`src/rtl/spi_mailbox_slave.sv`:
```
// SPI mode-0 (MSB first) slave exposing the 8-byte Z80 mailbox to the MCU; all pins are oversampled in clk.
// Optional feature: define SPI_MAILBOX_IRQ_EN to flag Z80-side mailbox changes on mcu_irq.
module spi_mailbox_slave #(
  parameter int         SYNC_STAGES = 2,
  parameter logic [7:0] RST_VAL     = 8'h00
) (
  input  logic        clk,
  input  logic        rst,
  input  logic        spi_sck,
  input  logic        spi_cs_n,
  input  logic        spi_mosi,
  output logic        spi_miso,
  input  logic [63:0] z80_to_spi_flat,
  output logic [63:0] spi_to_z80_flat,
  output logic        wr_strobe,
  output logic [2:0]  wr_index,
  output logic        mcu_irq
);
  typedef enum logic [1:0] {IDLE, CMD, DATA, SKIP} state_t;
  state_t state_reg, state_next;

  logic [SYNC_STAGES-1:0] sck_sync_reg, cs_sync_reg, mosi_sync_reg;
  logic       sck_d_reg, cs_d_reg;
  logic       sck_s, cs_s, mosi_s, sck_rise, sck_fall, cs_fall, byte_done;
  logic [2:0] bit_cnt_reg;
  logic [7:0] rx_reg, rx_next, tx_reg;
  logic       w_reg, ai_reg;
  logic [2:0] idx_reg, idx_step;
  logic       wr_pend_reg;
  logic [7:0] wr_data_reg;
  logic [2:0] wr_idx_reg;
  logic       decode_ok, data_done;
  logic [7:0] z80_byte [8];
  logic [7:0] mbox_reg [8];

  generate
    for (genvar gi = 0; gi < 8; gi++) begin : g_byte
      assign z80_byte[gi] = z80_to_spi_flat[8*gi +: 8];
      assign spi_to_z80_flat[8*gi +: 8] = mbox_reg[gi];
    end
  endgenerate

  assign sck_s     = sck_sync_reg[SYNC_STAGES-1];
  assign cs_s      = cs_sync_reg[SYNC_STAGES-1];
  assign mosi_s    = mosi_sync_reg[SYNC_STAGES-1];
  assign sck_rise  = sck_s & ~sck_d_reg;
  assign sck_fall  = ~sck_s & sck_d_reg;
  assign cs_fall   = cs_d_reg & ~cs_s;
  assign rx_next   = {rx_reg[6:0], mosi_s};
  // A rise that coincides with cs_n high never counts, so cs_n always wins.
  assign byte_done = ~cs_s & sck_rise & (bit_cnt_reg == 3'd7);
  assign idx_step  = ai_reg ? idx_reg + 3'd1 : idx_reg;

  always_ff @(posedge clk) begin
    if (rst) begin
      sck_sync_reg  <= '0;
      cs_sync_reg   <= '0;
      mosi_sync_reg <= '0;
      sck_d_reg     <= 1'b0;
      cs_d_reg      <= 1'b0;
    end else begin
      sck_sync_reg  <= {sck_sync_reg[SYNC_STAGES-2:0], spi_sck};
      cs_sync_reg   <= {cs_sync_reg[SYNC_STAGES-2:0], spi_cs_n};
      mosi_sync_reg <= {mosi_sync_reg[SYNC_STAGES-2:0], spi_mosi};
      sck_d_reg     <= sck_s;
      cs_d_reg      <= cs_s;
    end
  end

  always_comb begin
    state_next = state_reg;
    decode_ok  = 1'b0;
    data_done  = 1'b0;
    case (state_reg)
      IDLE: if (cs_fall) state_next = CMD;
      CMD: begin
        if (cs_s) state_next = IDLE;
        else if (byte_done) begin
          if (rx_next[5:3] != 3'b000) state_next = SKIP;
          else begin
            state_next = DATA;
            decode_ok  = 1'b1;
          end
        end
      end
      DATA: begin
        if (cs_s) state_next = IDLE;
        else if (byte_done) data_done = 1'b1;
      end
      SKIP: if (cs_s) state_next = IDLE;
      default: state_next = IDLE;
    endcase
  end

  always_ff @(posedge clk) begin
    if (rst) begin
      state_reg   <= IDLE;
      bit_cnt_reg <= 3'd0;
      rx_reg      <= 8'h00;
      tx_reg      <= 8'h00;
      spi_miso    <= 1'b0;
      w_reg       <= 1'b0;
      ai_reg      <= 1'b0;
      idx_reg     <= 3'd0;
      wr_pend_reg <= 1'b0;
      wr_data_reg <= 8'h00;
      wr_idx_reg  <= 3'd0;
      wr_strobe   <= 1'b0;
      wr_index    <= 3'd0;
      for (int i = 0; i < 8; i++) mbox_reg[i] <= RST_VAL;
    end else begin
      state_reg   <= state_next;
      wr_pend_reg <= 1'b0;
      wr_strobe   <= wr_pend_reg;
      if (wr_pend_reg) begin
        wr_index             <= wr_idx_reg;
        mbox_reg[wr_idx_reg] <= wr_data_reg;
      end

      if (state_reg == IDLE) begin
        bit_cnt_reg <= 3'd0;
        rx_reg      <= 8'h00;
      end else if ((state_reg == CMD || state_reg == DATA) && !cs_s && sck_rise) begin
        bit_cnt_reg <= bit_cnt_reg + 3'd1;
        rx_reg      <= rx_next;
      end

      if (decode_ok) begin
        w_reg   <= rx_next[7];
        ai_reg  <= rx_next[6];
        idx_reg <= rx_next[2:0];
        if (!rx_next[7]) begin
          tx_reg   <= z80_byte[rx_next[2:0]];
          spi_miso <= z80_byte[rx_next[2:0]][7];
        end
      end else if (data_done) begin
        idx_reg <= idx_step;
        if (w_reg) begin
          wr_pend_reg <= 1'b1;
          wr_data_reg <= rx_next;
          wr_idx_reg  <= idx_reg;
        end else begin
          tx_reg   <= z80_byte[idx_step];
          spi_miso <= z80_byte[idx_step][7];
        end
      end else if (state_reg == DATA && !w_reg && !cs_s && sck_fall && bit_cnt_reg != 3'd0) begin
        // The fall right after a byte boundary keeps the freshly loaded MSB on the line.
        tx_reg   <= {tx_reg[6:0], 1'b0};
        spi_miso <= tx_reg[6];
      end

      if (state_next != DATA) begin
        spi_miso <= 1'b0;
        tx_reg   <= 8'h00;
      end
    end
  end

`ifdef SPI_MAILBOX_IRQ_EN
  logic [63:0] z80_d_reg;
  always_ff @(posedge clk) begin
    z80_d_reg <= z80_to_spi_flat;
    if (rst) mcu_irq <= 1'b0;
    else if (z80_to_spi_flat != z80_d_reg) mcu_irq <= 1'b1;
    else if (decode_ok && !rx_next[7]) mcu_irq <= 1'b0;
  end
`else
  assign mcu_irq = 1'b0;
`endif

endmodule

```
`config.mk`:
```
export PLATFORM = sky130hd
export DESIGN_NAME = spi_mailbox_slave
export DESIGN_NICKNAME = d
export VERILOG_FILES = /design/src/rtl/spi_mailbox_slave.sv
export SDC_FILE = /design/constraint.sdc
export NUM_CORES = 1
export LEC_CHECK = 0
export BUFFER_PORTS_ARGS = -buffer_cell sky130_fd_sc_hd__buf_2
export CAP_MARGIN = 20
export CORE_ASPECT_RATIO = 0.9
export CORE_UTILIZATION = 46
export DETAILED_ROUTE_END_ITERATION = 8
export PLACE_DENSITY = 0.8
export SLEW_MARGIN = 20
export SYNTH_ARGS = -nofsm -noshare
export SYNTH_HDL_FRONTEND = slang
export SYNTH_SLANG_ARGS = --single-unit
```
`constraint.sdc`:
```
create_clock -name clk -period 2.1 [get_ports clk]
set_input_delay 0.315 -clock clk [delete_from_list [all_inputs] [get_ports clk]]
set_output_delay 0.315 -clock clk [all_outputs]
set_load 0.05 [all_outputs]
```
==> summary.md, run 1 <==
| Metric | Value |
|---|---|
| Final Util | `0.6113` |
| Startpoint types | `register` |
| VDD IR-drop max | `around 570 uV` |
| Final period util | `0.9944` |
| Register-to-Register Path Depth | `9` |
| ANT nets after route | `0` |
| Placed insts | `a little over 800` |
| CP max FO | `7` |
| Crit path DAT | `2400 ps` |
| Internal | `about 0.0046 W` |
| Hold Buf Count CTS | `0` |
| Clk buf depth | `2` |
| Synth warn | `0` |
| Reg power frac | `0.402` |
| Final wirelength | `around 15000 um` |
| Residual DRC | `0` |
| PortBufs | `about 140` |
| Gr usage total | `0.2122` |
| DR iter-0 viols | `around 340` |
| Most used DFF post-synth | `edfxtp_1` |
| First-pass GRT wire length | `22400 um` |
| CTS root buf | `clkbuf_16` |
| Initial core utilization | `0.4769` |
| Final nets | `762` |
| Max_cap viols | `0` |
| Type of the most critical hold path | `input pin to register` |
| Routed length per instance | `17.08 um` |
| Hold WS | `between 100 and 150 ps` |
| Max reg flops | `64` |
| Min Tclk post-route | `~2100 ps` |
| Synthesis-to-finish area growth | `28.17%` |
| CTS buffer count | `17` |
| GPL Wtd Cong | `between 0.8 and 0.9` |
| Via count | `around 4800` |
| Yosys top cell by area | `edfxtp_1` |
| Logic gate share of total power | `0.130` |
| TritonCTS clock tree | `built` |
| Ys async rst share | `0` |
| Hold Fails Final Rpt | `0` |
| TritonCTS sink count | `~110` |
| Slew Viols, Final | `0` |
| Detail Placement HPWL | `between 10000 and 15000 um` |
| Layout cells sized above 1 | `0.3558` |
| Mean Syn Cell Area | `between 10 and 15 sq um` |
| Final setup viols | `0` |
| Post-route cell area | `0.007845 sq mm` |
| GRT overflow | `0` |
| Synthesized area | `just over 0.006 sq mm` |
| Unique masters post-synth | `52` |
| FF-to-FF setup slack | `10 ps` |
| Die area | `0.01377 sq mm` |
| Clock share of power | `0.468` |
| Pin count of the biggest net entering global routing | `40` |
| Flops & latches, synth | `between 100 and 150` |
| Site Rows | `39` |
| Max frequency | `about 480 MHz` |
| Core area | `between 0.01 and 0.015 sq mm` |
| Register area share after synthesis | `0.4742` |
| Sw Ratio | `0.2505` |
| Clock latency on the worst-skew pair | `~400 ps` |
| Post-Syn Nets | `slightly above 600` |
| Initial antenna violation count | `0` |
| Element type at the critical path end | `register` |
| Via density | `around 5.5` |
| Largest cells by area after synthesis | `edfxtp_1 (31%), mux2i_1 (17%), dfxtp_1 (16%)` |
| Die width | `123.6 um` |
| Synth Instances | `about 530` |
| Number of enable flip-flop cells after synthesis | `64` |
| Unrepaired setup endpoints after global routing | `yes` |
| Area after DPL | `slightly above 0.007 sq mm` |
| PwrDens | `773.9 mW/mm^2` |
| Clock Pin Slew Worst Setup and Hold Paths | `roughly 50 ps` |
| Psw | `~0.0015 W` |
| # IOs | `between 100 and 150` |
| H-tree depth | `4` |
| Worst Skew | `about 9 ps` |
| Leak Pwr | `about 3 nW` |
| Hold depth | `2` |
| Yosys top cell area share | `0.3140` |
| Drt pass-1 iters | `6` |
| DIE HEIGHT | `about 110 um` |
| Critical Path RT | `approximately 2400 ps` |
| Non-filler cells in the finished layout | `between 800 and 900` |
| Vias in the first global route | `around 4600` |
| Status | `completed` |
| Start-to-end type of the worst setup path | `register to register` |
| Antenna diodes | `0` |
==> worst paths after layout <==
| kind | from | end |
|---|---|---|
| setup / recovery | bit_cnt_reg[0]$_SDFFE_PP0P_ | tx_reg[3]$_SDFFE_PP0P_ |
| hold / removal | spi_mosi | mosi_sync_reg[0]$_SDFF_PP0_ |
| setup reg to reg | bit_cnt_reg[0]$_SDFFE_PP0P_ | tx_reg[3]$_SDFFE_PP0P_ |
| hold reg to reg | cs_sync_reg[0]$_SDFF_PP0_ | cs_sync_reg[1]$_SDFF_PP0_ |
==> cell usage after synthesis (2+ instances only) <==
| cell | instances |
|---|---|
| ha_1 | 8 |
| and3b_1 | 2 |
| buf_1 | 3 |
| a211oi_1 | 5 |
| nor3_1 | 3 |
| buf_2 | 10 |
| edfxtp_1 | 64 |
| or3_1 | 9 |
| or2_2 | 9 |
| xnor2_1 | 2 |
| buf_6 | 3 |
| clkbuf_1 | 10 |
| dfxtp_1 | 49 |
| a221oi_1 | 8 |
| mux4_2 | 17 |
| nand3b_1 | 2 |
| nand2b_1 | 5 |
| nand3_1 | 5 |
| nor2_1 | 33 |
| mux2i_1 | 101 |
| nor2b_1 | 17 |
| and2_1 | 64 |
| a311oi_1 | 6 |
| a21oi_1 | 15 |
| o21ai_1 | 2 |
| nand2_1 | 31 |
| o22ai_1 | 14 |
| buf_4 | 2 |
| inv_1 | 6 |
==> power by group through the flow <==
stage | clock network (W) | logic [W] | registers (W)
2_1_floorplan | 0 | 0.000374 | 0.00263
3_3_place_gp | 0 | 0.000729 | 0.00248
3_5_place_dp | 0 | 0.000757 | 0.00248
4_1_cts | 0.00287 | 0.000760 | 0.00244
5_1_grt | 0.00299 | 0.000853 | 0.00245
6_report | 0.00284 | 0.000790 | 0.00244
==> cell families (layout without fill, tap and decap cells) <==
logic type / count (synthesis) / count (layout) / share of synthesized area
XOR/XNOR: 3 / 3 / 0.004294
other: 1 / 1 / 0.0006127
AND/OR/NAND/NOR: 191 / 191 / 0.1746
flip-flops: 113 / 113 / 0.4742
buffers and inverters: 35 / 204 / 0.02862
multiplexers: 119 / 119 / 0.2314
AO/OA/AOI/OAI: 58 / 58 / 0.06991
adder cells (fa/ha/maj): 8 / 8 / 0.01635
==> stage by stage <==
stage	total power, W	worst slack [ps]	TNS, ps
4_1_cts	0.006071	3.132	0
2_1_floorplan	0.003005	60.34	0
3_5_place_dp	0.003239	-54.19	-162.5
5_1_grt	0.006289	-36.07	-144.2
6_report	0.006071	11.84	0
3_3_place_gp	0.003205	99.52	0
==> layout make-up <==
type                       instances  area (sq um)
fill                             999          4989
multi-input combinational        380          3112
sequential                       113          2909
timing repair buffer             167          1003
clock buffer                      18         429.2
tap                              164         205.2
clock inverter                    13         163.9
inverter                           6         22.52
==> cells in the final DEF, fill, tap and decap left out, drive strengths merged, types with 2 or more instances in the layout <==
cell type,instances
a211oi,6
a21oi,15
a221oi,8
a311oi,7
and2,64
and3,2
and3b,2
buf,165
bufinv,3
clkbuf,20
clkinv,5
clkinvlp,4
dfxtp,49
edfxtp,64
ha,8
inv,7
mux2i,102
mux4,17
nand2,31
nand2b,6
nand3,5
nand3b,2
nor2,33
nor2b,17
nor3,4
o21ai,2
o22ai,14
or2,9
or3,9
xnor2,2
==> repair_timing <==
item | CTS | global route
cloned | 0 | 2
pin swaps | 0 | 7
setup endpoints to repair | 7 | 19
resized for setup | 1 | 19
setup buffers | 1 | 3
==> critical path, stage by stage, from the launching register on <==
cell and delay, ps:
dfxtp_2 340, ha_4 160, ha_4 150, and3b_2 250
and3_4 210, o41ai_4 310, buf_4 190, buf_12 110
nor2_1 40, a311oi_1 230
==> layer usage <==
metal	wire, um	up-vias	GRT usage
met5	0	-	0
li1	-	2266	-
met4	95	0	0.04659
met2	7434	173	0.3596
met3	868	16	0.06148
met1	6312	2305	0.2654
No activity file was read; power rests on OpenSTA's default activity.
==> run 2, diff against run 1 <==
--- a/config.mk
+++ b/config.mk
@@ -7,10 +7,12 @@
 export LEC_CHECK = 0
 export BUFFER_PORTS_ARGS = -buffer_cell sky130_fd_sc_hd__buf_2
 export CAP_MARGIN = 20
+export CELL_PAD_IN_SITES_DETAIL_PLACEMENT = 0
+export CELL_PAD_IN_SITES_GLOBAL_PLACEMENT = 1
 export CORE_ASPECT_RATIO = 0.9
-export CORE_UTILIZATION = 46
+export CORE_UTILIZATION = 39
 export DETAILED_ROUTE_END_ITERATION = 8
-export PLACE_DENSITY = 0.8
+export PLACE_DENSITY = 0.85
 export SLEW_MARGIN = 20
 export SYNTH_ARGS = -nofsm -noshare
 export SYNTH_HDL_FRONTEND = slang
==> run 2 against run 1 <==
Effect of this change: core utilization down 9.6 points; routed wire length fell by 1.7%; via count down 0.57%; first-iteration DRC count fell by 19%; design area is 1.1% higher; non-clock buffer count rose by 7; largest cell class unchanged.
==> summary.md, run 2 (synthesized netlist as in run 1, its figures left out) <==
| Metric | Value |
|---|---|
| Gr usage total | `0.1794 (was 0.2122)` |
| TritonCTS sink count | `113 (unchanged)` |
| DR iter-0 viols | `274 (was 337)` |
| Core area | `0.01539 sq mm (was 0.01283 sq mm)` |
| Layout cells sized above 1 | `0.3674 (was 0.3558)` |
| Drt pass-1 iters | `5 (was 6)` |
| Clock Pin Slew Worst Setup and Hold Paths | `50 ps (about the same)` |
| Start-to-end type of the worst setup path | `register to register (unchanged)` |
| GRT overflow | `0 (unchanged)` |
| Via count | `4733 (was 4760)` |
| Die width | `134.1 um (was 123.6 um)` |
| CTS buffer count | `17 (unchanged)` |
| Pin count of the biggest net entering global routing | `30 (was 40)` |
| Vias in the first global route | `4638 (was 4604)` |
| # IOs | `139 (unchanged)` |
| PortBufs | `137 (unchanged)` |
| Clock latency on the worst-skew pair | `400 ps (was 410 ps)` |
| TritonCTS clock tree | `built (unchanged)` |
| Status | `completed (unchanged)` |
| DIE HEIGHT | `120.9 um (was 111.4 um)` |
| Final nets | `769 (was 762)` |
| CTS root buf | `clkbuf_16 (unchanged)` |
| Detail Placement HPWL | `10330 um (was 10210 um)` |
| Final setup viols | `0 (unchanged)` |
| Max reg flops | `64 (unchanged)` |
| GR peak layer | `met2 (unchanged)` |
| PwrDens | `732.5 mW/mm^2 (was 773.9 mW/mm^2)` |
| Critical Path RT | `2410 ps (about the same)` |
| Antenna diodes | `0 (unchanged)` |
| Crit path DAT | `2380 ps (was 2400 ps)` |
| Die area | `0.01620 sq mm (was 0.01377 sq mm)` |
| Initial antenna violation count | `0 (unchanged)` |
| First-pass GRT wire length | `22520 um (was 22400 um)` |
| Via density | `5.218 (was 5.528)` |
| Unrepaired setup endpoints after global routing | `yes (unchanged)` |
| Max_cap viols | `0 (unchanged)` |
| Slew Viols, Final | `0 (unchanged)` |
| Residual DRC | `0 (unchanged)` |
| VDD IR-drop max | `534.4 uV (was 569.8 uV)` |
| Startpoint types | `register (unchanged)` |
| CP max FO | `5 (was 7)` |
| Final Util | `0.5154 (was 0.6113)` |
| Clk buf depth | `2 (unchanged)` |
| Hold WS | `121.5 ps (was 115.2 ps)` |
| GR Layer Usage met3 | `0.04386 (was 0.06148)` |
| Synthesis-to-finish area growth | `29.56% (was 28.17%)` |
| Final period util | `0.9813 (was 0.9944)` |
| Worst Skew | `7.348 ps (was 9.022 ps)` |
| Element type at the critical path end | `register (unchanged)` |
| M2 GR Usage | `0.3115 (was 0.3596)` |
| Hold Fails Final Rpt | `0 (unchanged)` |
| H-tree depth | `4 (unchanged)` |
| Max frequency | `485.3 MHz (was 478.9 MHz)` |
| ANT nets after route | `0 (unchanged)` |
| Most frequent cells in the layout | `buf_2 (137), mux2i_1 (101), and2_1 (64), edfxtp_1 (64), dfxtp_1 (43) (was buf_2 (137), mux2i_1 (101), and2_1 (64), edfxtp_1 (64), dfxtp_1 (44))` |
| GPL Wtd Cong | `0.8222 (was 0.8129)` |
| Final wirelength | `14460 um (was 14710 um)` |
| Leak Pwr | `3.010 nW (was 2.991 nW)` |
| Routed length per instance | `15.95 um (was 17.08 um)` |
| Pwr Total | `0.005809 W (was 0.006071 W)` |
| Type of the most critical hold path | `input pin to register (unchanged)` |
| Most common cell after layout, fill and taps aside | `buf_2 (unchanged)` |
| Site Rows | `43 (was 39)` |
| Initial core utilization | `0.3978 (was 0.4769)` |
| Min Tclk post-route | `2061 ps (was 2088 ps)` |
| M1 GR Usage | `0.2237 (was 0.2654)` |
run 2: path summary, 6_finish.rpt:
kind	startpoint	endpoint	slack (ps)	cells past startpoint
worst max register to register	bit_cnt_reg[1]$_SDFFE_PP0P_	tx_reg[5]$_SDFFE_PP0P_	40	8
worst min-delay path	spi_mosi	mosi_sync_reg[0]$_SDFF_PP0_	120	2
worst max-delay path	bit_cnt_reg[1]$_SDFFE_PP0P_	tx_reg[5]$_SDFFE_PP0P_	40	8
worst min register to register	cs_sync_reg[0]$_SDFF_PP0_	cs_sync_reg[1]$_SDFF_PP0_	440	1
run 2: routing by layer:
metal	part of all wire	wire length, um
met2	0.49	7089
met4	0.0062	90
met3	0.051	738
met5	0	0
met1	0.45	6545
run 2: layout make-up:
type,instances,area (sq um)
sequential,113,2910
tap,202,252.7
clock inverter,14,116.4
inverter,6,22.52
clock buffer,18,429.2
multi-input combinational,380,3123
fill,1350,7457
timing repair buffer,174,1076
run 2: repair_timing:
action	4_1_cts	5_1_grt
resized for setup	4	23
endpoints found under the setup margin	7	10
pin swaps	0	10
hold buffers	0	0
cloned	0	2
buffers inserted	3	5
run 2: stage by stage:
| stage | setup slack, ps | instances | TNS [ps] | cell area [sq um] |
|---|---|---|---|---|
| final | 39.30 | 907 | 0 | 7930 |
| after global routing | -32.58 | 907 | -58.97 | 7930 |
| after CTS | -0.9142 | 900 | -0.9142 | 7755 |
| after detailed placement | -89.42 | 865 | -246.0 | 7174 |
| after global placement | 63.98 | 865 | 0 | 7174 |
| after floorplan | 60.34 | 528 | 0 | 6121 |
run 2: power by group:
group	switching [W]	leakage, nW	internal, W
registers	0.0000355	1.06	0.00240
clock network	0.000973	0.254	0.00161
logic	0.000487	1.70	0.000296
run 2: critical path, stage by stage (launching register included):
cell and delay, ps:
dfxtp_2 340, ha_4 160, ha_4 150, and3b_2 230, and3_4 170, o41ai_4 460
clkbuf_16 230, nor2_4 30, a311oi_2 210
==> run 3, diff against run 2 <==
--- a/config.mk
+++ b/config.mk
@@ -10,9 +10,9 @@
 export CELL_PAD_IN_SITES_DETAIL_PLACEMENT = 0
 export CELL_PAD_IN_SITES_GLOBAL_PLACEMENT = 1
 export CORE_ASPECT_RATIO = 0.9
-export CORE_UTILIZATION = 39
+export CORE_UTILIZATION = 29
 export DETAILED_ROUTE_END_ITERATION = 8
-export PLACE_DENSITY = 0.85
+export PLACE_DENSITY = 0.68
 export SLEW_MARGIN = 20
 export SYNTH_ARGS = -nofsm -noshare
 export SYNTH_HDL_FRONTEND = slang
==> run 3 against run 2 <==
Effect of this change: clock skew rose by 1.9 ps; combinational power rose by 5.5%; critical endpoint is now tx_reg[3]$_SDFFE_PP0P_; register-to-register slack barely moved; sequential share of layout area fell by 0.57 points; clock power rose by 6%; power rose by 3.6%; design area rose by 1.6%; global-route usage fell by 3.2 points; worst setup slack improved by 5.4 ps; sequential cell count did not move.
==> summary.md, run 3 (synthesized netlist as in run 1, its figures left out) <==
| Metric | Value |
|---|---|
| Status | `completed (unchanged)` |
| Hold Buf Count CTS | `0 (unchanged)` |
| Fillers | `2011 (was 1350)` |
| Leak Pwr | `3.010 nW (about the same)` |
| Element type at the critical path end | `register (unchanged)` |
| Layout cells sized above 1 | `0.3675 (was 0.3674)` |
| Clock share of power | `0.458 (was 0.445)` |
| Unrepaired setup endpoints after global routing | `yes (unchanged)` |
| Clock latency on the worst-skew pair | `410 ps (was 400 ps)` |
| Start-to-end type of the worst setup path | `register to register (unchanged)` |
| Final setup viols | `0 (unchanged)` |
| Crit path DAT | `2360 ps (was 2380 ps)` |
| GR Layer Usage met3 | `0.03239 (was 0.04386)` |
| Internal | `0.004446 W (was 0.004313 W)` |
| Psw | `0.001569 W (was 0.001495 W)` |
| Most common cell after layout, fill and taps aside | `buf_2 (unchanged)` |
| Clock Pin Slew Worst Setup and Hold Paths | `50 ps (about the same)` |
| Max reg flops | `64 (unchanged)` |
| Worst r2r src | `bit_cnt_reg[0]$_SDFFE_PP0P_ (was bit_cnt_reg[1]$_SDFFE_PP0P_)` |
| Die width | `155.1 um (was 134.1 um)` |
| Via count | `4740 (was 4733)` |
| H-tree depth | `4 (unchanged)` |
| Most frequent CP cell | `ha_4 (unchanged)` |
| Final nets | `766 (was 769)` |
| Logic gate share of total power | `0.137 (was 0.135)` |
| ANT nets after route | `0 (unchanged)` |
| Pin count of the biggest net entering global routing | `40 (was 30)` |
| M1 GR Usage | `0.1969 (was 0.2237)` |
| TritonCTS clock tree | `built (unchanged)` |
| GR peak layer | `met2 (unchanged)` |
| Sw Ratio | `0.2609 (was 0.2574)` |
| PwrDens | `746.5 mW/mm^2 (was 732.5 mW/mm^2)` |
| Gr usage total | `0.1476 (was 0.1794)` |
| Hold depth | `2 (unchanged)` |
| Worst Hold Endpoint | `mosi_sync_reg[0]$_SDFF_PP0_ (unchanged)` |
| Core area | `0.02077 sq mm (was 0.01539 sq mm)` |
| Site Rows | `50 (was 43)` |
| Routed length per instance | `15.99 um (was 15.95 um)` |
| # IOs | `139 (unchanged)` |
| Hold Fails Final Rpt | `0 (unchanged)` |
| Drt pass-1 iters | `4 (was 5)` |
| Most frequent cells in the layout | `buf_2 (137), mux2i_1 (101), and2_1 (64), edfxtp_1 (64), dfxtp_1 (44) (was buf_2 (137), mux2i_1 (101), and2_1 (64), edfxtp_1 (64), dfxtp_1 (43))` |
| PortBufs | `137 (unchanged)` |
| Min Tclk post-route | `2055 ps (was 2061 ps)` |
| Initial antenna violation count | `0 (unchanged)` |
| Max frequency | `486.6 MHz (was 485.3 MHz)` |
| Slew Viols, Final | `0 (unchanged)` |
| Hold Path Origin | `spi_mosi (unchanged)` |
| Synthesis-to-finish area growth | `31.64% (was 29.56%)` |
| Antenna diodes | `0 (unchanged)` |
| Final wirelength | `15800 um (was 14460 um)` |
| Initial core utilization | `0.2947 (was 0.3978)` |
| Startpoint types | `register (unchanged)` |
| Slowest-stage cell, CP | `o41ai_4 (unchanged)` |
| Residual DRC | `0 (unchanged)` |
| GPL Wtd Cong | `0.7649 (was 0.8222)` |
| CTS buffer count | `17 (unchanged)` |
| CP peak stage delay | `400 ps (was 460 ps)` |
| Place WS | `-21.60 ps (was -89.42 ps)` |
| TritonCTS sink count | `113 (unchanged)` |
| Critical Path RT | `2410 ps (about the same)` |
| Crit Reg-Reg Endpoint | `tx_reg[3]$_SDFFE_PP0P_ (was tx_reg[5]$_SDFFE_PP0P_)` |
| Register-to-Register Path Depth | `8 (unchanged)` |
| Vias in the first global route | `4667 (was 4638)` |
| Type of the most critical hold path | `input pin to register (unchanged)` |
| CTS root buf | `clkbuf_16 (unchanged)` |
| First-pass GRT wire length | `24870 um (was 22520 um)` |
| M2 GR Usage | `0.2364 (was 0.3115)` |
| Final period util | `0.9787 (was 0.9813)` |
| Detail Placement HPWL | `11410 um (was 10330 um)` |
| GRT overflow | `0 (unchanged)` |
| DR iter-0 viols | `197 (was 274)` |
| Reg power frac | `0.405 (was 0.420)` |
| Die area | `0.02169 sq mm (was 0.01620 sq mm)` |
| Via density | `4.798 (was 5.218)` |
| Max_cap viols | `0 (unchanged)` |
| CP max FO | `8 (was 5)` |
| VDD IR-drop max | `440.9 uV (was 534.4 uV)` |
| Final Util | `0.3880 (was 0.5154)` |
| Clk buf depth | `2 (unchanged)` |
| Worst Skew | `9.199 ps (was 7.348 ps)` |
| Worst Slack Setup Final | `44.74 ps (was 39.30 ps)` |
| Worst path cell trace | `ha_4 -> ha_4 -> and3b_2 -> and3_4 -> o41ai_4 -> clkbuf_16 -> nor2_2 -> a311oi_2 (was ha_4 -> ha_4 -> and3b_2 -> and3_4 -> o41ai_4 -> clkbuf_16 -> nor2_4 -> a311oi_2)` |
| FF-to-FF setup slack | `40 ps (about the same)` |
| DIE HEIGHT | `139.8 um (was 120.9 um)` |
run 3: what timing repair did:
item                       in CTS  in global routing
pin swaps                       0                 11
resized for setup               3                 26
setup endpoints to repair       7                  8
gates cloned                    1                  1
buffers inserted                0                  4
run 3: per-layer routing:
layer | share of wire | routed length (um) | vias to the layer above
met3 | 0.051 | 805 | 13
met1 | 0.48 | 7507 | 2308
li1 | - | - | 2276
met5 | 0 | 0 | -
met4 | 0.010 | 159 | 0
met2 | 0.46 | 7325 | 143
run 3: area by class of cell:
cell class,count,area (sq um),area share
Multi-Input combinational cell,380,3149,0.3908
Timing Repair Buffer,171,1046,0.1298
Sequential cell,113,2912,0.3613
Clock buffer,18,429.2,0.05326
Inverter,6,22.52,0.002795
Clock inverter,14,141.4,0.01755
Tap cell,286,357.8,0.04441
run 3: power by group through the flow:
| stage | clock [W] | sequential (W) | combinational (W) |
|---|---|---|---|
| after floorplan | 0 | 0.00263 | 0.000374 |
| after global placement | 0 | 0.00248 | 0.000747 |
| after detailed placement | 0 | 0.00248 | 0.000770 |
| after CTS | 0.00281 | 0.00244 | 0.000773 |
| after global routing | 0.00289 | 0.00244 | 0.000890 |
| final | 0.00275 | 0.00244 | 0.000826 |
run 3: worst max path at each step:
stage,from,end,slack (ps),cells past startpoint
floorplan,bit_cnt_reg[0]$_SDFFE_PP0P_,tx_reg[5]$_SDFFE_PP0P_,60,9
global placement,idx_reg[1]$_SDFFE_PP0P_,tx_reg[4]$_SDFFE_PP0P_,-0.8,7
detailed placement,bit_cnt_reg[0]$_SDFFE_PP0P_,tx_reg[3]$_SDFFE_PP0P_,-20,7
CTS,bit_cnt_reg[0]$_SDFFE_PP0P_,tx_reg[3]$_SDFFE_PP0P_,-0.5,8
global route,bit_cnt_reg[0]$_SDFFE_PP0P_,spi_miso$_SDFFE_PP0P_,-10,8
finish,bit_cnt_reg[0]$_SDFFE_PP0P_,tx_reg[3]$_SDFFE_PP0P_,40,8
run 3: critical path, delay by kind of cell, from the launching register on:
family | cells | cell delay [ps]
compound gates | 2 | 600
fa+ha+maj | 2 | 310
buf+inv | 1 | 230
flops | 1 | 350
simple gates | 3 | 470
run 3: through the flow:
stage	std cells	hold WS (ps)	cell area [sq um]	power, W	setup TNS (ps)
after floorplan	528	398.1	6121	0.003005	0
after global placement	950	422.4	7287	0.003225	-0.8458
after detailed placement	950	423.7	7287	0.003251	-65.01
after CTS	983	103.5	7905	0.006016	-0.5262
after global routing	988	124.0	8058	0.006225	-30.87
final	988	121.1	8058	0.006015	0
